===== src/rtl/fetch_pkg.sv =====
// Shared types and constants for the pipelined fetch queue: FSM states, entry payload,
// opcode constants and the static-prediction predecoder.
package fetch_pkg;

    localparam int unsigned FETCH_AWIDTH = 32;
    localparam int unsigned FETCH_DWIDTH = 32;

    localparam logic [6:0]  OPC_JAL    = 7'b1101111;
    localparam logic [6:0]  OPC_BRANCH = 7'b1100011;
    localparam logic [31:0] NOP_INSN   = 32'h0000_0013;

    typedef enum logic [1:0] {
        S_BOOT,
        S_RUN,
        S_BUBBLE
    } fetch_state_e;

    typedef struct packed {
        logic [FETCH_AWIDTH-1:0] pc;
        logic [FETCH_DWIDTH-1:0] insn;
        logic                    pred_taken;
    } fetch_entry_t;

    typedef struct packed {
        logic        taken;
        logic [31:0] offset;
    } predecode_t;

    // JAL is always taken; a B-type branch is taken only when its immediate is negative.
    function automatic predecode_t predecode(logic [31:0] insn);
        predecode_t r;
        r.taken  = 1'b0;
        r.offset = '0;
        if (insn[6:0] == OPC_JAL) begin
            r.taken  = 1'b1;
            r.offset = {{11{insn[31]}}, insn[31], insn[19:12], insn[20], insn[30:21], 1'b0};
        end else if (insn[6:0] == OPC_BRANCH && insn[31]) begin
            r.taken  = 1'b1;
            r.offset = {{19{insn[31]}}, insn[31], insn[7], insn[30:25], insn[11:8], 1'b0};
        end
        return r;
    endfunction

endpackage


===== src/rtl/fetch_queue_if.sv =====
// Fetch-queue bus: imem read port, decode valid/ready port and execute redirect.
interface fetch_queue_if #(
    parameter int unsigned AWIDTH = 32,
    parameter int unsigned DWIDTH = 32,
    parameter int unsigned DEPTH  = 4
);
    localparam int unsigned CW = $clog2(DEPTH) + 1;

    logic              redirect_i;
    logic [AWIDTH-1:0] redirect_pc_i;
    logic              imem_req_o;
    logic [AWIDTH-1:0] imem_addr_o;
    logic [DWIDTH-1:0] imem_rdata_i;
    logic              valid_o;
    logic              ready_i;
    logic [AWIDTH-1:0] pc_o;
    logic [DWIDTH-1:0] insn_o;
    logic              pred_taken_o;
    logic [CW-1:0]     count_o;

    modport master (
        input  redirect_i, redirect_pc_i, imem_rdata_i, ready_i,
        output imem_req_o, imem_addr_o, valid_o, pc_o, insn_o, pred_taken_o, count_o
    );

    modport slave (
        output redirect_i, redirect_pc_i, imem_rdata_i, ready_i,
        input  imem_req_o, imem_addr_o, valid_o, pc_o, insn_o, pred_taken_o, count_o
    );
endinterface


===== src/rtl/fetch_queue_fifo.sv =====
// DEPTH-entry FIFO with flush; head is read straight from register storage, zero when empty.
module fetch_fifo #(
    parameter int unsigned DEPTH = 4,
    parameter type         entry_t = logic [7:0]
) (
    input  logic                       clk,
    input  logic                       rst,
    input  logic                       push,
    input  entry_t                     push_data,
    input  logic                       pop,
    input  logic                       flush,
    output entry_t                     head,
    output logic                       head_valid,
    output logic [$clog2(DEPTH):0]     count
);
    localparam int unsigned AW = $clog2(DEPTH);
    localparam int unsigned CW = AW + 1;

    entry_t        mem [DEPTH];
    logic [AW-1:0] wr_q, rd_q;
    logic [CW-1:0] cnt_q;
    logic          do_pop;

    assign do_pop = pop && (cnt_q != '0);

    always_ff @(posedge clk or negedge rst) begin
        if (!rst) begin
            wr_q  <= '0;
            rd_q  <= '0;
            cnt_q <= '0;
        end else if (flush) begin
            wr_q  <= '0;
            rd_q  <= '0;
            cnt_q <= '0;
        end else begin
            if (push)   wr_q <= wr_q + AW'(1);
            if (do_pop) rd_q <= rd_q + AW'(1);
            cnt_q <= cnt_q + CW'(push) - CW'(do_pop);
        end
    end

    // Storage needs no reset: the head is masked while empty.
    always_ff @(posedge clk) begin
        if (push && !flush) mem[wr_q] <= push_data;
    end

    assign head_valid = (cnt_q != '0);
    assign head       = head_valid ? mem[rd_q] : '0;
    assign count      = cnt_q;
endmodule


===== src/rtl/fetch_queue.sv =====
// Pipelined fetch unit: one imem read per cycle into a FIFO, flushed on execute redirect.
// Optional backward-branch/JAL static prediction is built when FETCH_STATIC_PRED_EN is defined.
module fetch_queue
    import fetch_pkg::*;
#(
    parameter int unsigned       AWIDTH   = FETCH_AWIDTH,
    parameter int unsigned       DWIDTH   = FETCH_DWIDTH,
    parameter logic [AWIDTH-1:0] BASEADDR = AWIDTH'(32'h0100_0000),
    parameter int unsigned       DEPTH    = 4
) (
    input  logic          clk,
    input  logic          rst,
    fetch_queue_if.master bus
);
    localparam int unsigned CW = $clog2(DEPTH) + 1;

    typedef struct packed {
        logic [AWIDTH-1:0] pc;
        logic [DWIDTH-1:0] insn;
        logic              pred_taken;
    } entry_t;

    fetch_state_e      state_q, state_d;
    logic [AWIDTH-1:0] fpc_q, inflight_pc_q, pred_target;
    logic              inflight_q, push, pop, issue_ok, pred_redir;
    logic [CW:0]       occ_next;
    entry_t            push_entry, head;
    logic              head_valid;
    logic [CW-1:0]     count;

    assign pop  = head_valid && bus.ready_i;
    assign push = inflight_q && !bus.redirect_i;

    // Occupancy after this edge, counting the read that lands now; gates the next issue.
    assign occ_next = (CW+1)'(count) + (CW+1)'(inflight_q) - (CW+1)'(pop);
    assign issue_ok = (state_q == S_RUN) && (occ_next < (CW+1)'(DEPTH));

`ifdef FETCH_STATIC_PRED_EN
    predecode_t pd;
    assign pd          = predecode(32'(bus.imem_rdata_i));
    assign pred_redir  = push && pd.taken;
    assign pred_target = inflight_pc_q + AWIDTH'(pd.offset);
`else
    assign pred_redir  = 1'b0;
    assign pred_target = '0;
`endif

    assign push_entry.pc         = inflight_pc_q;
    assign push_entry.insn       = bus.imem_rdata_i;
    assign push_entry.pred_taken = pred_redir;

    // FSM state register
    always_ff @(posedge clk or negedge rst) begin
        if (!rst) state_q <= S_BOOT;
        else      state_q <= state_d;
    end

    // FSM next state; execute redirect overrides a prediction bubble
    always_comb begin
        state_d = state_q;
        case (state_q)
            S_BOOT:   state_d = S_RUN;
            S_RUN:    if (pred_redir) state_d = S_BUBBLE;
            S_BUBBLE: state_d = S_RUN;
            default:  state_d = S_BOOT;
        endcase
        if (bus.redirect_i) state_d = S_RUN;
    end

    // FSM outputs
    always_comb begin
        bus.imem_req_o = 1'b0;
        if (issue_ok) bus.imem_req_o = 1'b1;
    end

    // Fetch PC and in-flight tracking; any redirect cancels the outstanding read
    always_ff @(posedge clk or negedge rst) begin
        if (!rst) begin
            fpc_q         <= BASEADDR;
            inflight_q    <= 1'b0;
            inflight_pc_q <= '0;
        end else if (bus.redirect_i) begin
            fpc_q      <= {bus.redirect_pc_i[AWIDTH-1:2], 2'b00};
            inflight_q <= 1'b0;
        end else if (pred_redir) begin
            fpc_q      <= pred_target;
            inflight_q <= 1'b0;
        end else begin
            inflight_q <= issue_ok;
            if (issue_ok) begin
                inflight_pc_q <= fpc_q;
                fpc_q         <= fpc_q + AWIDTH'(4);
            end
        end
    end

    fetch_fifo #(
        .DEPTH   (DEPTH),
        .entry_t (entry_t)
    ) u_fifo (
        .clk        (clk),
        .rst        (rst),
        .push       (push),
        .push_data  (push_entry),
        .pop        (pop),
        .flush      (bus.redirect_i),
        .head       (head),
        .head_valid (head_valid),
        .count      (count)
    );

    assign bus.imem_addr_o  = fpc_q;
    assign bus.valid_o      = head_valid;
    assign bus.pc_o         = head.pc;
    assign bus.insn_o       = head.insn;
    assign bus.pred_taken_o = head.pred_taken;
    assign bus.count_o      = count;
endmodule

===== src/flat_wrapper.sv =====
// flat-port wrapper written by rule: the top's interface ports become plain ports
module fetch_queue_flat import fetch_pkg::*;
#(
    parameter int unsigned       AWIDTH   = FETCH_AWIDTH,
    parameter int unsigned       DWIDTH   = FETCH_DWIDTH,
    parameter logic [AWIDTH-1:0] BASEADDR = AWIDTH'(32'h0100_0000),
    parameter int unsigned       DEPTH    = 4
)
  (clk, rst, bus_redirect_i, bus_redirect_pc_i, bus_imem_rdata_i, bus_ready_i, bus_imem_req_o, bus_imem_addr_o, bus_valid_o, bus_pc_o, bus_insn_o, bus_pred_taken_o, bus_count_o);
  fetch_queue_if #(.AWIDTH(AWIDTH), .DWIDTH(DWIDTH), .DEPTH(DEPTH)) bus_i ();
  input  logic clk;
  input  logic rst;
  input wire logic [$bits(bus_i.redirect_i)-1:0] bus_redirect_i;
  input wire logic [$bits(bus_i.redirect_pc_i)-1:0] bus_redirect_pc_i;
  input wire logic [$bits(bus_i.imem_rdata_i)-1:0] bus_imem_rdata_i;
  input wire logic [$bits(bus_i.ready_i)-1:0] bus_ready_i;
  output wire logic [$bits(bus_i.imem_req_o)-1:0] bus_imem_req_o;
  output wire logic [$bits(bus_i.imem_addr_o)-1:0] bus_imem_addr_o;
  output wire logic [$bits(bus_i.valid_o)-1:0] bus_valid_o;
  output wire logic [$bits(bus_i.pc_o)-1:0] bus_pc_o;
  output wire logic [$bits(bus_i.insn_o)-1:0] bus_insn_o;
  output wire logic [$bits(bus_i.pred_taken_o)-1:0] bus_pred_taken_o;
  output wire logic [$bits(bus_i.count_o)-1:0] bus_count_o;
  assign bus_i.redirect_i = bus_redirect_i;
  assign bus_i.redirect_pc_i = bus_redirect_pc_i;
  assign bus_i.imem_rdata_i = bus_imem_rdata_i;
  assign bus_i.ready_i = bus_ready_i;
  assign bus_imem_req_o = bus_i.imem_req_o;
  assign bus_imem_addr_o = bus_i.imem_addr_o;
  assign bus_valid_o = bus_i.valid_o;
  assign bus_pc_o = bus_i.pc_o;
  assign bus_insn_o = bus_i.insn_o;
  assign bus_pred_taken_o = bus_i.pred_taken_o;
  assign bus_count_o = bus_i.count_o;
  fetch_queue #(.AWIDTH(AWIDTH), .DWIDTH(DWIDTH), .BASEADDR(BASEADDR), .DEPTH(DEPTH)) u_core (.clk(clk), .rst(rst), .bus(bus_i));
endmodule

===== config.mk =====
export PLATFORM = sky130hd
export DESIGN_NAME = fetch_queue_flat
export DESIGN_NICKNAME = d
export VERILOG_FILES = /design/src/rtl/fetch_pkg.sv /design/src/rtl/fetch_queue_if.sv /design/src/rtl/fetch_queue_fifo.sv /design/src/rtl/fetch_queue.sv /design/src/flat_wrapper.sv
export SDC_FILE = /design/constraint.sdc
export NUM_CORES = 1
export LEC_CHECK = 0
export CORE_ASPECT_RATIO = 2
export CORE_MARGIN = 2
export CORE_UTILIZATION = 51
export CTS_CLUSTER_SIZE = 40
export DETAILED_ROUTE_END_ITERATION = 8
export HOLD_SLACK_MARGIN = 0.03
export PLACE_DENSITY_LB_ADDON = 0.12
export SYNTH_ARGS = -nofsm -noshare
export SYNTH_HDL_FRONTEND = slang
export SYNTH_SLANG_ARGS = --single-unit

===== constraint.sdc =====
create_clock -name clk -period 3.53 [get_ports clk]
set_clock_uncertainty 0.05 [all_clocks]
set_input_delay 0.353 -clock clk [delete_from_list [all_inputs] [get_ports clk]]
set_output_delay 0.353 -clock clk [all_outputs]
set_load 0.05 [all_outputs]

==> Yosys cells after proc, flatten, opt, wreduce, memory -nomap -nowiden <==
Memory sizes are Yosys's and may differ from the RTL's.
Cells that the tools add are included.
{ "totals": {"wordCells": 47, "ff_bits": 74, "memories": 1, "out_inout_bits": 102, "ram_bits": 256, "input_bits": 68} }
{ "classes": {"n_bitwise": 1, "reduce_logical": 13, "muxes": 14, "n_lt_le_gt_ge": 1, "add_sub_neg": 7, "eq_ne": 3} }
{ "memory_table": {"columns": ["name", "words", "word_bits", "read_ports", "rd_clocked_by_memory_dff", "write_ports", "line", "source"], "rows": [
  ["u_core.u_fifo.mem", 4, 64, 1, 0, 1, "fetch_queue_fifo.sv:19", "entry_t mem [DEPTH];"]
]} }
{ "ops": {"columns": ["op", "n"], "rows": [
  ["two-way mux 65 bit", 1],
  ["two-way mux 32 bit", 2],
  ["adder 32 x 3 -> 32 bit, second input constant", 1],
  ["two-way mux 2 bit", 5],
  ["nonzero test 2 bit", 3],
  ["logical AND 1 bit", 5],
  ["adder 2 x 1 -> 2 bit, second input constant", 2],
  ["adder 3 x 1 -> 4 bit", 1],
  ["less-than comparator 4 x 3 -> 1 bit, second input constant", 1],
  ["two-way mux 1 bit", 4],
  ["case mux 2 bit (2 select lines)", 1],
  ["subtractor 4 x 1 -> 4 bit", 1],
  ["adder 3 x 1 -> 3 bit", 1],
  ["two-way mux 3 bit", 1],
  ["nonzero test 3 bit", 1],
  ["subtractor 3 x 1 -> 3 bit", 1],
  ["equality test 2 x 1 -> 1 bit, second input constant", 1],
  ["equality test 2 bit, second input constant", 1],
  ["logical NOT 2 bit", 1],
  ["!= test 2 bit, second input constant", 1],
  ["AND reduction 2 bit", 1],
  ["OR reduction 2 bit", 1],
  ["logical NOT 1 bit", 1],
  ["inverter 1 bit", 1]
]} }

==> Longest topological paths before layout <==
Gate-level depths: netlist (run 1).
{ "logic_depth": {"word_depth": 7, "mapped_depth": 13, "depth_no_buf": 10} }

==> By module <==
From an unflattened synthesis (run 1), not the netlist that was laid out.
{ "hier_totals": {"cells_unflattened": 749, "area_unflattened_um2": 13412.9} }
{ "modules_own_cells": {"columns": ["mod", "seq_area_each_um2", "cells_per_inst", "instances", "area_each_um2"], "rows": [
  ["fetch_fifo", 7982.7, 454, 1, 10287.4],
  ["fetch_queue", 1552.7, 295, 1, 3125.5]
]} }

==> Least setup slack after synthesis (run 1) <==
No wires, ideal clock.
{ "synth_path": {"path_type": "register -> register", "startpoint": "reg u_core.u_fifo.cnt_q[1], in the netlist u_core.u_fifo.count[1]", "endpoint": "reg u_core.inflight_pc_q[10]", "setup_ps": 125, "path_slack_ps": 176, "t_required_ps": 3355, "synth_period_minus_slack_ps": 3354, "arrival_time_ps": 3179, "n_path_buf": 2, "path_stages_with_launch": 13, "cell_sequence": "dfrtp_1 > or3_1 > clkbuf_1 > and2_1 > ha_1 > inv_1 > ha_1 > and3b_1 > o211a_1 > o21ai_1 > nand2b_1 > buf_4 > mux2_2"} }
{ "synth_via": {"elab_chain_cells": 6, "elab_cells_between_ends": 7, "classes_between": "add/sub: 2; order compare: 1; reduce/logical: 4"} }
{ "synth_lines": {"columns": ["element", "line", "source"], "rows": [
  ["start: declaration", "fetch_queue_fifo.sv:21", "logic [CW-1:0] cnt_q;"],
  ["start signal: assignment", "fetch_queue_fifo.sv:38", "cnt_q <= cnt_q + CW'(push) - CW'(do_pop);"],
  ["parallel branches: the longest is 2 deep, another holds adder 3 x 1 -> 4 bit", null, null],
  ["subtractor 4 x 1 -> 4 bit *", "fetch_queue.sv:35", "assign occ_next = (CW+1)'(count) + (CW+1)'(inflight_q) - (CW+1)'(pop);"],
  ["less-than comparator 4 x 3 -> 1 bit *", "fetch_queue.sv:36", "assign issue_ok = (state_q == S_RUN) && (occ_next < (CW+1)'(DEPTH));"],
  ["logical AND 1 bit *", "fetch_queue.sv:36", null],
  ["AND reduction 2 bit (no source line) *", null, null],
  ["end signal: assignment", "fetch_queue.sv:91", "inflight_pc_q <= fpc_q;"],
  ["end: declaration", "fetch_queue.sv:24", "logic [AWIDTH-1:0] fpc_q, inflight_pc_q, pred_target;"]
]} }
Every way passes the cells marked *.
A chain may end at the register's enable or synchronous reset.

==> Final worst setup path (run 1) <==
{ "layout_path": {"startpoint": "reg u_core.u_fifo.cnt_q[1], in the netlist u_core.u_fifo.count[1]", "endpoint": "out bus_imem_req_o"} }
{ "layout_via": {"elab_chain_cells": 6, "elab_cells_between_ends": 7, "classes_between": "add/sub: 2; order compare: 1; mux: 1; reduce/logical: 3"} }
{ "layout_lines": {"columns": ["element", "line", "source"], "rows": [
  ["parallel branches: the longest is 2 deep, another holds adder 3 x 1 -> 4 bit", null, null],
  ["subtractor 4 x 1 -> 4 bit *", "fetch_queue.sv:35", null],
  ["less-than comparator 4 x 3 -> 1 bit *", "fetch_queue.sv:36", null],
  ["logical AND 1 bit *", "fetch_queue.sv:36", null],
  ["two-way mux 1 bit *", "fetch_queue.sv:73", "if (issue_ok) bus.imem_req_o = 1'b1;"],
  ["end: declaration", "flat_wrapper.sv:17", "output wire logic [$bits(bus_i.imem_req_o)-1:0] bus_imem_req_o;"]
]} }
Marks and branches as above.

==> flow_metrics.tcl, run 1 <==
set metrics [dict create \
    path_cells "or3_4, and2_4, ha_1, inv_1, ha_1, and3b_2, nor4_4, buf_6, o21ai_2, buf_4, inv_4, buf_12" \
    r2r_cells 12 \
    syn-mean-instance-area_um2 17.73 \
    cts-htree-levels 1 \
    crit_path_start "u_core.u_fifo.count[1]" \
    first_pass_iters 4 \
    p_leak_nw 5.439 \
    slew_headroom 0.3824 \
    syn_inst 728 \
    crit_type "flip-flop to primary output" \
    die_x_um 116.5 \
    port_buffers 162 \
    drtAntennaViolNets 0 \
    synth-seq-cells 317 \
    r2r_end "u_core.bus.imem_addr_o[29]" \
    finalWorstSetupSlack_ns 0.06401 \
    yosysSeqAreaShare 0.7110 \
    synth_top_cell_by_area "edfxtp_1" \
    slew_viol_final 0 \
    worst_hold_slack_ns 0.3084 \
    synth_compound_area_frac 0.03161 \
    hold_class "primary input to flip-flop" \
    ys.flop_type "edfxtp_1" \
    reg2reg_slack_ns 0.14 \
    cp-end-kind "primary output" \
    maxCapViolations 0 \
    tritoncts "yes" \
    final_nets 991 \
    slowest_stage "dfrtp_2" \
    drt-total-wl_um 26780 \
    placed_cells 1209 \
    gpl.final_weighted_congestion 0.8865 \
    drive_above_1_share 0.1996 \
    synth_xor_area_frac 0.01425 \
    grt_pass1_wl_um 41880 \
    clock_path_buffers 3 \
    area_growth_pct 24.21 \
    yosys-top-cells-area "edfxtp_1 (58%), dfrtp_1 (13%), mux4_2 (11%)" \
    grt_max_degree 70 \
    async_reset_ff_frac 0.2177 \
    synth_top_family_by_area "multiplexers" \
    vias 7047 \
    netlist_area_mm2 0.01290 \
    drcViolationCount 0 \
    synth_simple_gate_area_frac 0.07272 \
    fp.dieH_um 229.0 \
    crit_end "bus_imem_req_o" \
    core_mm2 0.02493 \
    antenna_found_initial 1 \
    initial_utilization 0.5176 \
    grt_use_total 0.2049 \
    yosysWarnings 0 \
    dieArea_mm2 0.02667 \
    critical_path.startpoint_type "flip-flop" \
    yosysMostFrequentCell "edfxtp_1" \
    pin_count 170 \
    final_cells 1269 \
    synth_edf_count 248 \
    path_clk_slew_ns 0.07 \
    status "finished clean" \
    arrival_ns 3.06 \
    rows 82 \
    setup_tns_ns 0 \
    worstPathMaxFanout 5 \
    clock_latency_ns 0.53 \
    synth_top_area_frac 0.5771 \
    synthAdderAreaFrac 0.01125 \
    setup_viol 0 \
    synth.distinct_cells 50 \
    finalPower_mw 12.80 \
    gr-total-overflow 0 \
    cpMostUsedCell "ha_1" \
    post-route-period-util 0.9819 \
    root_buffer "clkbuf_16" \
    reg2reg_from "u_core.u_fifo.count[1]" \
    pre_cts_slack_ns 0.1393 \
    ir_worst_vdd_mv 0.5941 \
    clock-sinks 317 \
    cts-buffers-inserted 26 \
    finalHoldViolCount 0 \
    synth_mux_area_frac 0.1377 \
    synthTopCellsByCount "edfxtp_1 (248), dfrtp_1 (68), and2_1 (63)" \
    critPathBufInv 5 \
    grt_pass1_vias 7735 \
    worstMarginPinSlew_ns 0.9265 \
    drt_iter0_drc 442 \
    cp_num_cells 12 \
    critPathMaxStageDelay_ns 0.45 \
    max_freq_ghz 0.2885 \
    vias_per_cell 5.553 \
    fin_crit_ns 3.466 \
    fillCellCount 1786 \
    cp.required_ns 3.13 \
    powerDensity_mw_per_mm2 798.8 \
    wl_per_cell_um 21.10 \
    path_delay_family "simple AND/OR/NAND/NOR gates" \
    dp_hpwl_um 17230 \
]
## layout by cell type (no fill, tap or decap), drive strengths merged, types with 10 or more instances in the layout
master	n
nand3	11
nand2	29
clkdlybuf4s50	160
ha	10
xor2	16
clkbuf	39
buf	34
and3	10
mux4	62
and2	63
edfxtp	248
inv	13
nor2	19
o21ai	25
mux2	32
dfrtp	68
## power breakdown
| group | switching [mW] | leakage (nW) | total [mW] | internal [mW] |
|---|---|---|---|---|
| Clock | 1.24 | 0.435 | 2.98 | 1.73 |
| Combinational | 2.91 | 1.94 | 4.86 | 1.95 |
| Sequential | 0.389 | 3.06 | 4.96 | 4.57 |
| Total | 4.54 | 5.44 | 12.8 | 8.26 |
## per-layer routing
layer / global-route usage / vias to the layer above / wire [um]
li1: - / 3190 / -
met1: 0.2467 / 3587 / 10160
met2: 0.3692 / 215 / 14650
met3: 0.02068 / 55 / 1025
met4: 0.08333 / 0 / 949
met5: 0 / - / 0
## logic make-up after synthesis
group | count (synthesis)
compound gates | 60
simple gates | 165
buf+inv | 56
flops | 317
other cells | 2
xor+xnor | 21
mux | 96
fa+ha+maj | 11
## sequential cells by signal (all words and copies together) (netlist names)
| signal | cells |
|---|---|
| u_core.bus.imem_addr_o | 30 |
| u_core.inflight_pc_q | 30 |
| u_core.inflight_q | 1 |
| u_core.state_q | 1 |
| u_core.u_fifo.count | 3 |
| u_core.u_fifo.mem | 248 |
| u_core.u_fifo.rd_q | 2 |
| u_core.u_fifo.wr_q | 2 |
## worst min path at each step
stage | startpoint | endpoint | slack (ns) | depth (start not counted)
after detailed placement | u_core.inflight_pc_q[3] | u_core.u_fifo.mem[2][35] | 0.45 | 0
after global placement | u_core.inflight_pc_q[23] | u_core.u_fifo.mem[1][55] | 0.43 | 0
after global routing | bus_redirect_pc_i[24] | u_core.bus.imem_addr_o[24] | 0.32 | 3
after CTS | bus_redirect_pc_i[24] | u_core.bus.imem_addr_o[24] | 0.29 | 3
final | bus_redirect_pc_i[24] | u_core.bus.imem_addr_o[24] | 0.31 | 3
after floorplan | rst | u_core.bus.imem_addr_o[10] | 0.007 | 0
## repair_timing
action,4_1_cts,5_1_grt
endpoints found under the setup margin,18,1
hold buffers,1,0
hold endpoints to repair,68,0
buffers inserted,2,7
cloned,1,0
pin swaps,1,3
gates resized for setup,3,5
## per-stage QoR
step / instance area (um2) / util
after global placement: 15010 / 0.6022
after global routing: 16030 / 0.6429
after CTS: 15960 / 0.6403
after detailed placement: 15010 / 0.6022
final: 16030 / 0.6429
after floorplan: 12920 / -
## layout make-up
cell class	instances	area, um2	share of cell area
flip-flops and latches	317	9181	0.5728
multi-input cells	359	3507	0.2188
repair buffers	195	1968	0.1228
clock buffers	39	770.7	0.04808
well taps	336	420.4	0.02623
clock inverters	9	127.6	0.007962
inverters	13	51.30	0.003200
diodes	1	2.502	0.0001561
## tightest hold or removal path, stage by stage
cell and delay [ns]:
clkdlybuf4s50_1 0.39, nor2_1 0.09, a31oi_1 0.05
Note: power is estimated with default switching activity, not from simulation.
==> run 2: changes to the inputs <==
--- a/config.mk
+++ b/config.mk
@@ -8,9 +8,11 @@
 export CORE_ASPECT_RATIO = 2
 export CORE_MARGIN = 2
 export CORE_UTILIZATION = 51
+export CTS_BUF_LIST = sky130_fd_sc_hd__clkbuf_8
 export CTS_CLUSTER_SIZE = 40
 export DETAILED_ROUTE_END_ITERATION = 8
 export HOLD_SLACK_MARGIN = 0.03
+export MAX_ROUTING_LAYER = met4
 export PLACE_DENSITY_LB_ADDON = 0.12
 export SYNTH_ARGS = -nofsm -noshare
 export SYNTH_HDL_FRONTEND = slang
==> run 2 against run 1 <==
Against the previous run:
- global-route usage up 0.74 points
- sequential share of layout area up 0.77 points
- clock power down 16%
- via count up 1.4%
- final cell count up 1.3%
- highest routed layer unchanged
- register-to-register slack better by 0.16 ns
- cell area down 1.3%
- critical path type unchanged
- total power down 4.3%
- critical endpoint unchanged
- critical path depth unchanged
- sequential cell count unchanged
==> flow_metrics.tcl, run 2 (same netlist as run 1, synthesis figures left out) <==
set metrics [dict create \
    finalWorstSetupSlack_ns 0.1275 \
    worstPathMaxFanout 4 \
    first_pass_iters 6 \
    status "finished clean" \
    final_cells 1285 \
    pre_cts_slack_ns 0.08537 \
    fp.dieH_um 229.0 \
    reg2reg_from "u_core.u_fifo.count[0]" \
    r2r_end "u_core.bus.imem_addr_o[29]" \
    post-route-period-util 0.9639 \
    pin_count 170 \
    r2r_cells 12 \
    drtAntennaViolNets 0 \
    path_cells "or3_4, and2_4, ha_1, inv_1, ha_1, and3b_1, nor4_4, buf_6, o21ai_1, buf_4, inv_1, buf_12" \
    drt-total-wl_um 26850 \
    reg2reg_slack_ns 0.30 \
    critPathBufInv 5 \
    gpl.final_weighted_congestion 0.8838 \
    rsz0062_at_grt "false" \
    placed_cells 1204 \
    setup_viol 0 \
    worstMarginPinSlew_ns 0.9311 \
    path_delay_family "simple AND/OR/NAND/NOR gates" \
    port_buffers 162 \
    n_antenna_cell 0 \
    ir_worst_vdd_mv 0.6834 \
    drive_above_1_share 0.1918 \
    maxCapViolations 0 \
    area_growth_pct 22.54 \
    finalPower_mw 12.25 \
    arrival_ns 3.00 \
    clock_latency_ns 0.53 \
    final_nets 998 \
    grt_use_total 0.2123 \
    seqCellArea_mm2 0.009180 \
    vias 7143 \
    gr-total-overflow 0 \
    grt_max_degree 70 \
    slowest_stage "dfrtp_1" \
    largest_reg_flops 248 \
    slew_viol_final 0 \
    clock-sinks 317 \
    rows 82 \
    cp-end-kind "primary output" \
    critical_path.startpoint_type "flip-flop" \
    max_freq_ghz 0.2939 \
    grt_pass1_vias 7892 \
    grt_pass1_wl_um 42070 \
    layout.cells.most_common "edfxtp_1" \
    crit_end "bus_imem_req_o" \
    cts-htree-levels 2 \
    drt_iter0_drc 527 \
    slew_headroom 0.3793 \
    path_clk_slew_ns 0.07 \
    crit_type "flip-flop to primary output" \
    dieArea_mm2 0.02667 \
    multi_input_area_mm2 0.003502 \
    hold_class "primary input to flip-flop" \
    die_x_um 116.5 \
    critPathMaxStageDelay_ns 0.42 \
    fin_crit_ns 3.403 \
    finalHoldViolCount 0 \
    crit_path_start "u_core.u_fifo.count[0]" \
    root_buffer "clkbuf_8" \
    wl_per_cell_um 20.89 \
    core_mm2 0.02493 \
    setup_tns_ns 0 \
    initial_utilization 0.5176 \
    vias_per_cell 5.559 \
    dp_hpwl_um 16880 \
    drcViolationCount 0 \
    powerDensity_mw_per_mm2 774.9 \
    final_cell_mix "edfxtp_1 (248), clkdlybuf4s50_1 (160), dfrtp_1 (66)" \
    fillCellCount 1851 \
    clock_path_buffers 3 \
    cp_num_cells 12 \
    tritoncts "yes" \
    regMostFlops "u_core.u_fifo.mem" \
    p_leak_nw 5.391 \
    cp.required_ns 3.13 \
    cts-buffers-inserted 43 \
    antenna_found_initial 0 \
]
[run 2: cell count changes in the layout (fill, tap and decap cells not counted), sizes merged]
cell	before	now
diode	1	0
inv	13	24
clkinvlp	1	0
buf	34	24
bufinv	3	1
clkinv	5	18
clkbuf	39	45
[run 2: per-stage QoR]
step	utilization	area [um2]	hold WS, ns
2_1_floorplan	-	12920	0.007409
3_3_place_gp	0.6012	14990	0.4350
3_5_place_dp	0.6012	14990	0.4518
4_1_cts	0.6343	15810	0.2972
5_1_grt	0.6343	15810	0.3388
6_report	0.6343	15810	0.3246
[run 2: worst reg2reg max path, stage by stage (launching register included)]
cell     delay [ns]
dfrtp_1        0.42
or3_4          0.41
and2_4         0.19
ha_1           0.17
inv_1          0.06
ha_1           0.21
and3b_1        0.21
nor4_4         0.19
buf_6          0.14
buf_4          0.18
nor2_1         0.19
or4_1          0.54
a31oi_1        0.18
[run 2: final cells by class]
type                            instances  area share
Clock inverter                         30    0.009020
Multi-Input combinational cell        359      0.2215
Timing Repair Buffer                  185      0.1202
Tap cell                              336     0.02658
Inverter                               13    0.003086
Sequential cell                       317      0.5805
Clock buffer                           45     0.03916
[run 2: where the power goes]
| group | internal, mW | switching, mW |
|---|---|---|
| Sequential | 4.58 | 0.365 |
| Combinational | 1.89 | 2.91 |
| Clock | 1.25 | 1.27 |
| Total | 7.72 | 4.54 |
[run 2: worst min-delay path by stage]
| stage | to | cells past startpoint | startpoint | slack (ns) |
|---|---|---|---|---|
| 2_1_floorplan | u_core.bus.imem_addr_o[10] | 0 | rst | 0.007 |
| 3_3_place_gp | u_core.u_fifo.mem[2][54] | 0 | u_core.inflight_pc_q[22] | 0.43 |
| 3_5_place_dp | u_core.u_fifo.mem[1][38] | 0 | u_core.inflight_pc_q[6] | 0.45 |
| 4_1_cts | u_core.bus.imem_addr_o[24] | 3 | bus_redirect_pc_i[24] | 0.30 |
| 5_1_grt | u_core.bus.imem_addr_o[30] | 3 | bus_redirect_pc_i[30] | 0.34 |
| 6_report | u_core.bus.imem_addr_o[24] | 3 | bus_redirect_pc_i[24] | 0.32 |
[run 2: timing repair]
action | in CTS | in global routing
endpoints found under the setup margin | 5 | 0
hold endpoints to repair | 68 | 0
resized for setup | 3 | 0
hold buffers | 1 | 0
setup buffers | 4 | 0
[run 2: layer usage]
metal	vias to the layer above	GRT usage	wire length, um
li1	3202	-	-
met4	0	0.08705	895
met3	62	0.03050	1210
met1	3639	0.2460	10030
met2	240	0.3656	14710
met5	-	-	0
